File: config.mk
export PLATFORM = sky130hd
export DESIGN_NAME = hazard_fwd_ctrl_flat
export DESIGN_NICKNAME = d
export VERILOG_FILES = /design/src/rtl/hazard_fwd_ctrl_if.sv /design/src/rtl/hazard_fwd_ctrl.sv /design/src/flat_wrapper.sv
export SDC_FILE = /design/constraint.sdc
export NUM_CORES = 1
export LEC_CHECK = 0
export CAP_MARGIN = 10
export CORE_UTILIZATION = 35
export DETAILED_ROUTE_END_ITERATION = 6
export SLEW_MARGIN = 20
export SYNTH_ARGS = -nofsm -noshare
export SYNTH_HDL_FRONTEND = slang
export SYNTH_SLANG_ARGS = --single-unit
export TNS_END_PERCENT = 10
File: constraint.sdc
create_clock -name i_clk -period 2.6 [get_ports i_clk]
set_input_delay 0.26 -clock i_clk [delete_from_list [all_inputs] [get_ports i_clk]]
set_output_delay 0.26 -clock i_clk [all_outputs]
set_load 0.03 [all_outputs]
File: src/rtl/hazard_fwd_ctrl_if.sv
// hazard_fwd_ctrl_if: ID-stage hazard inputs and forward/stall/flush controls, rev 1.0
`default_nettype none

interface hazard_fwd_ctrl_if #(
  parameter int REG_AW = 5
);
  logic              id_valid;
  logic [REG_AW-1:0] id_rs1;
  logic [REG_AW-1:0] id_rs2;
  logic              id_rs1_used;
  logic              id_rs2_used;
  logic [REG_AW-1:0] id_rd;
  logic              id_rd_wren;
  logic              id_is_load;
  logic              ex_br_taken;
  logic [1:0]        fwd_a_sel;
  logic [1:0]        fwd_b_sel;
  logic              stall_if;
  logic              stall_id;
  logic              flush_id;
  logic              flush_ex;

  modport master (
    output id_valid, id_rs1, id_rs2, id_rs1_used, id_rs2_used,
           id_rd, id_rd_wren, id_is_load, ex_br_taken,
    input  fwd_a_sel, fwd_b_sel, stall_if, stall_id, flush_id, flush_ex
  );

  modport slave (
    input  id_valid, id_rs1, id_rs2, id_rs1_used, id_rs2_used,
           id_rd, id_rd_wren, id_is_load, ex_br_taken,
    output fwd_a_sel, fwd_b_sel, stall_if, stall_id, flush_id, flush_ex
  );
endinterface

`default_nettype wire

File: src/rtl/hazard_fwd_ctrl.sv
// hazard_fwd_ctrl: RV32I 5-stage forwarding, load-use stall and redirect flush control, rev 1.0
// Optional stall/flush performance counters enabled by defining HAZARD_PERF_CNT_EN.
`default_nettype none

module hazard_fwd_ctrl #(
  parameter int REG_AW   = 5,
  parameter int NUM_REGS = 32
) (
  input  logic                i_clk,
  input  logic                i_rst_n,
  hazard_fwd_ctrl_if.slave    bus
`ifdef HAZARD_PERF_CNT_EN
  ,
  output logic [31:0]         o_stall_cnt,
  output logic [31:0]         o_flush_cnt
`endif
);

  typedef struct packed {
    logic              valid;
    logic [REG_AW-1:0] rd;
    logic              rd_wren;
    logic              is_load;
  } rec_t;

  rec_t              ex_q;
  rec_t              mem_q;
  rec_t              wb_q;
  logic [REG_AW-1:0] ex_rs1;
  logic [REG_AW-1:0] ex_rs2;
  logic              ex_rs1_used;
  logic              ex_rs2_used;

  logic       load_use;
  logic       redirect;
  logic       bubble;
  logic [1:0] sel_a;
  logic [1:0] sel_b;

  // A stage is a usable producer only if it really writes a non-zero register.
  function automatic logic writes_reg(input rec_t r);
    return r.valid && r.rd_wren && (r.rd != '0) && (int'(r.rd) < NUM_REGS);
  endfunction

  function automatic logic [1:0] fwd_sel(input logic ex_valid, input logic used,
                                         input logic [REG_AW-1:0] rs,
                                         input rec_t mem, input rec_t wb);
    if (!(ex_valid && used))
      return 2'b00;
    if (writes_reg(mem) && (mem.rd == rs))
      return 2'b01;
    if (writes_reg(wb) && (wb.rd == rs))
      return 2'b10;
    return 2'b00;
  endfunction

  always_comb begin
    sel_a    = fwd_sel(ex_q.valid, ex_rs1_used, ex_rs1, mem_q, wb_q);
    sel_b    = fwd_sel(ex_q.valid, ex_rs2_used, ex_rs2, mem_q, wb_q);
    redirect = bus.ex_br_taken;
    load_use = bus.id_valid && ex_q.is_load && writes_reg(ex_q) &&
               ((bus.id_rs1_used && (bus.id_rs1 == ex_q.rd)) ||
                (bus.id_rs2_used && (bus.id_rs2 == ex_q.rd)));
    bubble   = load_use || redirect;
  end

  // A redirect squashes the wrong-path ID instruction, so it beats the stall.
  assign bus.fwd_a_sel = i_rst_n ? sel_a : 2'b00;
  assign bus.fwd_b_sel = i_rst_n ? sel_b : 2'b00;
  assign bus.stall_if  = i_rst_n && load_use && !redirect;
  assign bus.stall_id  = i_rst_n && load_use && !redirect;
  assign bus.flush_id  = i_rst_n && redirect;
  assign bus.flush_ex  = i_rst_n && bubble;

  always_ff @(posedge i_clk) begin
    if (!i_rst_n) begin
      ex_q        <= '0;
      mem_q       <= '0;
      wb_q        <= '0;
      ex_rs1      <= '0;
      ex_rs2      <= '0;
      ex_rs1_used <= 1'b0;
      ex_rs2_used <= 1'b0;
    end else begin
      wb_q  <= mem_q;
      mem_q <= ex_q;
      if (bubble) begin
        ex_q.valid <= 1'b0;
      end else begin
        ex_q.valid   <= bus.id_valid;
        ex_q.rd      <= bus.id_rd;
        ex_q.rd_wren <= bus.id_rd_wren;
        ex_q.is_load <= bus.id_is_load;
        ex_rs1       <= bus.id_rs1;
        ex_rs2       <= bus.id_rs2;
        ex_rs1_used  <= bus.id_rs1_used;
        ex_rs2_used  <= bus.id_rs2_used;
      end
    end
  end

`ifdef HAZARD_PERF_CNT_EN
  always_ff @(posedge i_clk) begin
    if (!i_rst_n) begin
      o_stall_cnt <= '0;
      o_flush_cnt <= '0;
    end else begin
      if (load_use && !redirect && (o_stall_cnt != 32'hFFFF_FFFF))
        o_stall_cnt <= o_stall_cnt + 32'd1;
      if (redirect && (o_flush_cnt != 32'hFFFF_FFFF))
        o_flush_cnt <= o_flush_cnt + 32'd1;
    end
  end
`endif

endmodule

`default_nettype wire

File: src/flat_wrapper.sv
// flat-port wrapper written by rule: the top's interface ports become plain ports
module hazard_fwd_ctrl_flat 
#(
  parameter int REG_AW   = 5,
  parameter int NUM_REGS = 32
)
  (i_clk, i_rst_n, bus_id_valid, bus_id_rs1, bus_id_rs2, bus_id_rs1_used, bus_id_rs2_used, bus_id_rd, bus_id_rd_wren, bus_id_is_load, bus_ex_br_taken, bus_fwd_a_sel, bus_fwd_b_sel, bus_stall_if, bus_stall_id, bus_flush_id, bus_flush_ex);
  hazard_fwd_ctrl_if #(.REG_AW(REG_AW)) bus_i ();
  input  logic i_clk;
  input  logic i_rst_n;
  input wire logic [$bits(bus_i.id_valid)-1:0] bus_id_valid;
  input wire logic [$bits(bus_i.id_rs1)-1:0] bus_id_rs1;
  input wire logic [$bits(bus_i.id_rs2)-1:0] bus_id_rs2;
  input wire logic [$bits(bus_i.id_rs1_used)-1:0] bus_id_rs1_used;
  input wire logic [$bits(bus_i.id_rs2_used)-1:0] bus_id_rs2_used;
  input wire logic [$bits(bus_i.id_rd)-1:0] bus_id_rd;
  input wire logic [$bits(bus_i.id_rd_wren)-1:0] bus_id_rd_wren;
  input wire logic [$bits(bus_i.id_is_load)-1:0] bus_id_is_load;
  input wire logic [$bits(bus_i.ex_br_taken)-1:0] bus_ex_br_taken;
  output wire logic [$bits(bus_i.fwd_a_sel)-1:0] bus_fwd_a_sel;
  output wire logic [$bits(bus_i.fwd_b_sel)-1:0] bus_fwd_b_sel;
  output wire logic [$bits(bus_i.stall_if)-1:0] bus_stall_if;
  output wire logic [$bits(bus_i.stall_id)-1:0] bus_stall_id;
  output wire logic [$bits(bus_i.flush_id)-1:0] bus_flush_id;
  output wire logic [$bits(bus_i.flush_ex)-1:0] bus_flush_ex;
  assign bus_i.id_valid = bus_id_valid;
  assign bus_i.id_rs1 = bus_id_rs1;
  assign bus_i.id_rs2 = bus_id_rs2;
  assign bus_i.id_rs1_used = bus_id_rs1_used;
  assign bus_i.id_rs2_used = bus_id_rs2_used;
  assign bus_i.id_rd = bus_id_rd;
  assign bus_i.id_rd_wren = bus_id_rd_wren;
  assign bus_i.id_is_load = bus_id_is_load;
  assign bus_i.ex_br_taken = bus_ex_br_taken;
  assign bus_fwd_a_sel = bus_i.fwd_a_sel;
  assign bus_fwd_b_sel = bus_i.fwd_b_sel;
  assign bus_stall_if = bus_i.stall_if;
  assign bus_stall_id = bus_i.stall_id;
  assign bus_flush_id = bus_i.flush_id;
  assign bus_flush_ex = bus_i.flush_ex;
  hazard_fwd_ctrl #(.REG_AW(REG_AW), .NUM_REGS(NUM_REGS)) u_core (.i_clk(i_clk), .i_rst_n(i_rst_n), .bus(bus_i));
endmodule
Word-level counts from Yosys, hierarchy flattened
Index checks and enable logic that the tools add are counted.
{"block": "totals", "reg_bits": 34, "input_bits": 23, "out_inout_bits": 8, "elab_cells": 73}
{"block": "op_classes", "n_eq_ne": 6, "n_mux": 24, "bitwise": 1, "n_reduce_logical": 28}
{"operator": "$eq A5 B5 Y1", "count": 6}
{"operator": "$mux W2", "count": 14}
{"operator": "$logic_and A1 B1 Y1", "count": 21}
{"operator": "$reduce_bool A5 Y1", "count": 3}
{"operator": "$mux W1", "count": 10}
{"operator": "$logic_or A1 B1 Y1", "count": 2}
{"operator": "$reduce_or A2 Y1", "count": 1}
{"operator": "$logic_not A1 Y1", "count": 1}
{"operator": "$not A1 Y1", "count": 1}

Logic depth before layout (Yosys ltp)
{"block": "depth", "ltp_word": 11, "ltp_mapped": 7, "ltp_nobuf": 5}

Worst setup path after synthesis
OpenSTA, ideal clock, no wires.
{"block": "synth_path", "kind": "reg2out", "startpoint": "reg u_core.ex_q[3] (netlist name)", "endpoint": "out bus_stall_if", "arrival_time_ps": 2490, "t_required_ps": 2340, "slack_ps": -150, "stages_incl_launch_ff": 7, "n_path_buf": 2, "path_cell_list": "dfxtp_1 > xor2_1 > nor4_1 > a32oi_1 > buf_6 > nor4b_1 > buf_4"}
{"block": "synth_via", "elab_chain_cells": 6, "elab_cells_between_ends": 11, "cone_classes": "eq/ne: 2; reduce/logical: 9"}
{"element": "start: declaration", "line": "hazard_fwd_ctrl.sv:26", "text": "rec_t ex_q;"}
{"element": "$eq A5 B5 Y1 (tied with other cells)", "line": "hazard_fwd_ctrl.sv:62", "text": "((bus.id_rs1_used && (bus.id_rs1 == ex_q.rd)) ||"}
{"element": "$logic_and A1 B1 Y1 (on tied branches)", "line": "hazard_fwd_ctrl.sv:62, hazard_fwd_ctrl.sv:63, hazard_fwd_ctrl.sv:42"}
{"element": "$logic_or A1 B1 Y1 or $logic_and A1 B1 Y1 (tied branches)", "line": "hazard_fwd_ctrl.sv:62, hazard_fwd_ctrl.sv:61"}
{"element": "$logic_and A1 B1 Y1 *", "line": "hazard_fwd_ctrl.sv:61", "text": "load_use = bus.id_valid && ex_q.is_load && writes_reg(ex_q) &&"}
{"element": "$logic_and A1 B1 Y1 * (2 in series)"}
{"element": "end: declaration", "line": "flat_wrapper.sv:22", "text": "output wire logic [$bits(bus_i.stall_if)-1:0] bus_stall_if;"}
Every way passes the cells marked *; elsewhere a longest branch is shown, timed or not.

Worst setup path in the final report
{"block": "layout_path", "startpoint": "reg u_core.mem_q[6] (netlist name)", "endpoint": "out bus_fwd_a_sel[0]"}
{"block": "layout_via", "elab_chain_cells": 9, "elab_cells_between_ends": 12, "cone_classes": "eq/ne: 1; mux: 8; reduce/logical: 3"}
{"element": "start: declaration", "line": "hazard_fwd_ctrl.sv:27", "text": "rec_t mem_q;"}
{"element": "start signal: assignment", "line": "hazard_fwd_ctrl.sv:86", "text": "mem_q <= ex_q;"}
{"element": "$reduce_bool A5 Y1", "line": "hazard_fwd_ctrl.sv:42", "text": "return r.valid && r.rd_wren && (r.rd != '0) && (int'(r.rd) < NUM_REGS);"}
{"element": "$logic_and A1 B1 Y1", "line": "hazard_fwd_ctrl.sv:42"}
{"element": "$logic_and A1 B1 Y1 *", "line": "hazard_fwd_ctrl.sv:50", "text": "if (writes_reg(mem) && (mem.rd == rs))"}
{"element": "$mux W2", "line": "hazard_fwd_ctrl.sv:50"}
{"element": "$mux W2", "line": "hazard_fwd_ctrl.sv:52", "text": "if (writes_reg(wb) && (wb.rd == rs))"}
{"element": "$mux W2", "line": "hazard_fwd_ctrl.sv:54", "text": "return 2'b00;"}
{"element": "$mux W2 *", "line": "hazard_fwd_ctrl.sv:52"}
{"element": "$mux W2 *", "line": "hazard_fwd_ctrl.sv:50"}
{"element": "$mux W2 *", "line": "hazard_fwd_ctrl.sv:68", "text": "assign bus.fwd_a_sel = i_rst_n ? sel_a : 2'b00;"}
{"element": "end: declaration", "line": "flat_wrapper.sv:20", "text": "output wire logic [$bits(bus_i.fwd_a_sel)-1:0] bus_fwd_a_sel;"}
Every way passes the cells marked *; elsewhere a longest branch is shown, timed or not. The select of a mux whose other input is x is not followed.

==> flow_summary.yaml <==
cells_and_area:
  nFillCells: 536
  post-route-cell-area_um2: 2300
  area_delta_synth_final_pct: 24.3
  n_antenna_cell: 0
  final_nets: 273
  drive_gt1_share_pct: 10.8
hold_path:
  min_path_type: "input pin to flip-flop"
  hold_start: "i_rst_n"
sta:
  setup_viol: 0
  slew_violations: 0
  timing.hold.ws_ns: 0.306
  rsz0062_at_grt: "no"
  max_freq_mhz: 417
  worst-slew-pin-transition_ns: 0.540
  hold_viol: 0
  clock_skew_ns: 0.00589
  slew_headroom_pct: 64.0
  post-route-period-util_pct: 92.2
  finalCriticalPeriod_ns: 2.40
  tns_ns: 0
worst_setup_path:
  cp_slowest_cell: "or4_1"
  reg2reg_from: "u_core.ex_q[3]"
  worstPathArrival_ns: 2.14
  critPathMaxFanout: 4
  startpoint: "u_core.mem_q[6]"
  cp.buffers_inverters: 1
  critical_path_class: "flip-flop to primary output"
  cp.required_ns: 2.34
  crit_path_start_kind: "flip-flop"
  worst_path_dominant_cell_family: "simple AND/OR/NAND/NOR gates"
  worst_setup_path_end_kind: "primary output"
  critPathMaxStageDelay_ns: 0.56
  cp_cell_sequence: "or4_1 -> o211ai_1 -> or4_1 -> nor4_1 -> dlygate4sd2_1"
  worst_path_most_repeated_cell: "or4_1"
placement:
  dpl.hpwl_um: 3390
  portBuffers: 30
  place.gp.congestion: 0.849
  postPlaceCellArea_um2: 2210
route:
  drc: 0
  totalWireLength_um: 4510
  drtIter0Drc: 86
  wl_per_cell_um: 14.1
  routed_via_density: 5.00
  vias: 1605
  postRouteAntennaNets: 0
  dr.pass1.iters: 4
global_routing:
  antenna_found_initial: 0
  globalRouteOverflowTotal: 0
  grt_max_degree: 61
  grt_pass1_wl_um: 6990
  grt_pass1_vias: 1399
  grt_usage_pct: 17.4
synthesis:
  synth.most_common_cell: "nand2_1"
  synth_cells: 222
  synth_seq_cells: 34
  syn-mean-instance-area_um2: 8.34
  netlist_top_cells_count: "41 x nand2_1, 34 x dfxtp_1, 17 x xor2_1, 15 x nor2_1"
  synth_top_area_share_pct: 36.8
  synth.distinct_cells: 28
  syn_area_um2: 1850
  synth.top_cells.by_area: "dfxtp_1 37%, nand2_1 8.3%, xor2_1 8.0%"
  yosysTopAreaCell: "dfxtp_1"
  ys_seq_area_share_pct: 36.8
  async_flop_share_pct: 0
  synth_warnings: 0
  synth_edf_count: 0
  ys.flop_type: "dfxtp_1"
  synth_fp_nets: 245
clock_tree:
  cts-buffers-inserted: 5
  root_buffer: "clkbuf_8"
  clkSinkCount: 34
  cts_buffer_depth: 2
  htree_levels: 2
  clock_latency_ns: 0.29
  cts_tree: "built"
  clk_pin_slew_ns: 0.07
floorplanning:
  ios: 31
  row_count: 26
  die_height_um: 74.7
  die_area_um2: 5590
  die_w_um: 74.7
  start_util_pct: 36.3
  coreArea_um2: 5110
pwr:
  power_density_nw_per_um2: 518
  leakagePower_uw: 0.000929
  ir_drop_v: 0.000271
run_status:
  status: "complete, no violations"
job:
  maxCapViolations: 0
-- layer usage --
metal  wire [um]  GRT usage (%)  vias up
met4          47           8.18        0
met5           0              0        -
met3         159           3.61        6
met1        2180           23.7      743
met2        2120           26.2       29
li1            -              -      827
-- final cells by class --
cell class / count / area (um^2) / area share (%)
repair buffers: 38 / 344 / 14.9
clock inverters: 2 / 12.5 / 0.543
inverters: 6 / 22.5 / 0.978
multi-input cells: 165 / 1070 / 46.6
well taps: 70 / 87.6 / 3.80
flip-flops and latches: 34 / 681 / 29.6
clock buffers: 6 / 82.6 / 3.59
-- stage by stage --
step,utilization (%),setup slack [ns],total power [uW],instances
3_3_place_gp,43.2,0.236,794,313
4_1_cts,45.0,0.0554,1210,321
6_report,45.1,0.202,1190,321
2_1_floorplan,-,0.279,722,222
3_5_place_dp,43.2,0.215,795,313
5_1_grt,45.1,0.0146,1260,321
-- cells by family (layout without fill, tap and decap cells) --
group | count (synthesis) | in the layout | share of synthesized area (%)
AO/OA/AOI/OAI | 33 | 33 | 14.7
XOR/XNOR | 30 | 30 | 14.2
AND/OR/NAND/NOR | 96 | 96 | 25.0
multiplexers | 6 | 6 | 3.24
buffers and inverters | 23 | 52 | 6.08
flip-flops | 34 | 34 | 36.8
-- worst register-to-register path, stage by stage (launching register included) --
cell	delay (ns)
dfxtp_1	0.37
xor2_1	0.18
nor4_1	0.34
a32oi_2	0.22
o21bai_1	0.24
buf_4	0.21
mux2i_1	0.18
-- state kept, by name, indices dropped and copies added (netlist names) --
register and count:
u_core.ex_q 8, u_core.ex_rs1 5, u_core.ex_rs1_used 1, u_core.ex_rs2 5
u_core.ex_rs2_used 1, u_core.mem_q 7, u_core.wb_q 7
-- cells in the final DEF (no fill, tap or decap), types with 2 or more instances in the layout --
cell             count
clkdlybuf4s50_1     22
nor2_1              15
and2_1              10
nand4_1              2
inv_1                6
o211ai_1            14
dfxtp_1             34
nand2_1             41
xnor2_1             13
buf_4               13
nor4_1               5
clkbuf_8             6
or4_1                4
nand3_1             13
mux2i_1              6
xor2_1              17
a32oi_1             13
-- power breakdown --
part | switching, uW | internal (uW) | total [uW]
logic | 85.6 | 99.0 | 185
registers | 43.8 | 554 | 598
clock network | 198 | 213 | 410
total | 327 | 866 | 1190
-- final timing paths --
check	end	slack (ns)	cells past startpoint
max	bus_fwd_a_sel[0]	0.20	5
min	u_core.mem_q[7]	0.31	2
max reg2reg	u_core.ex_q[1]	0.80	6
min reg2reg	u_core.wb_q[1]	0.51	1
-- what timing repair did --
item / 4_1_cts / 5_1_grt
hold buffers: 0 / 0
buffers inserted: 0 / 0
hold endpoints to repair: 0 / 0
endpoints found under the setup margin: 1 / 1
resized for setup: 1 / 1
Note: power is estimated with default switching activity, not from simulation.
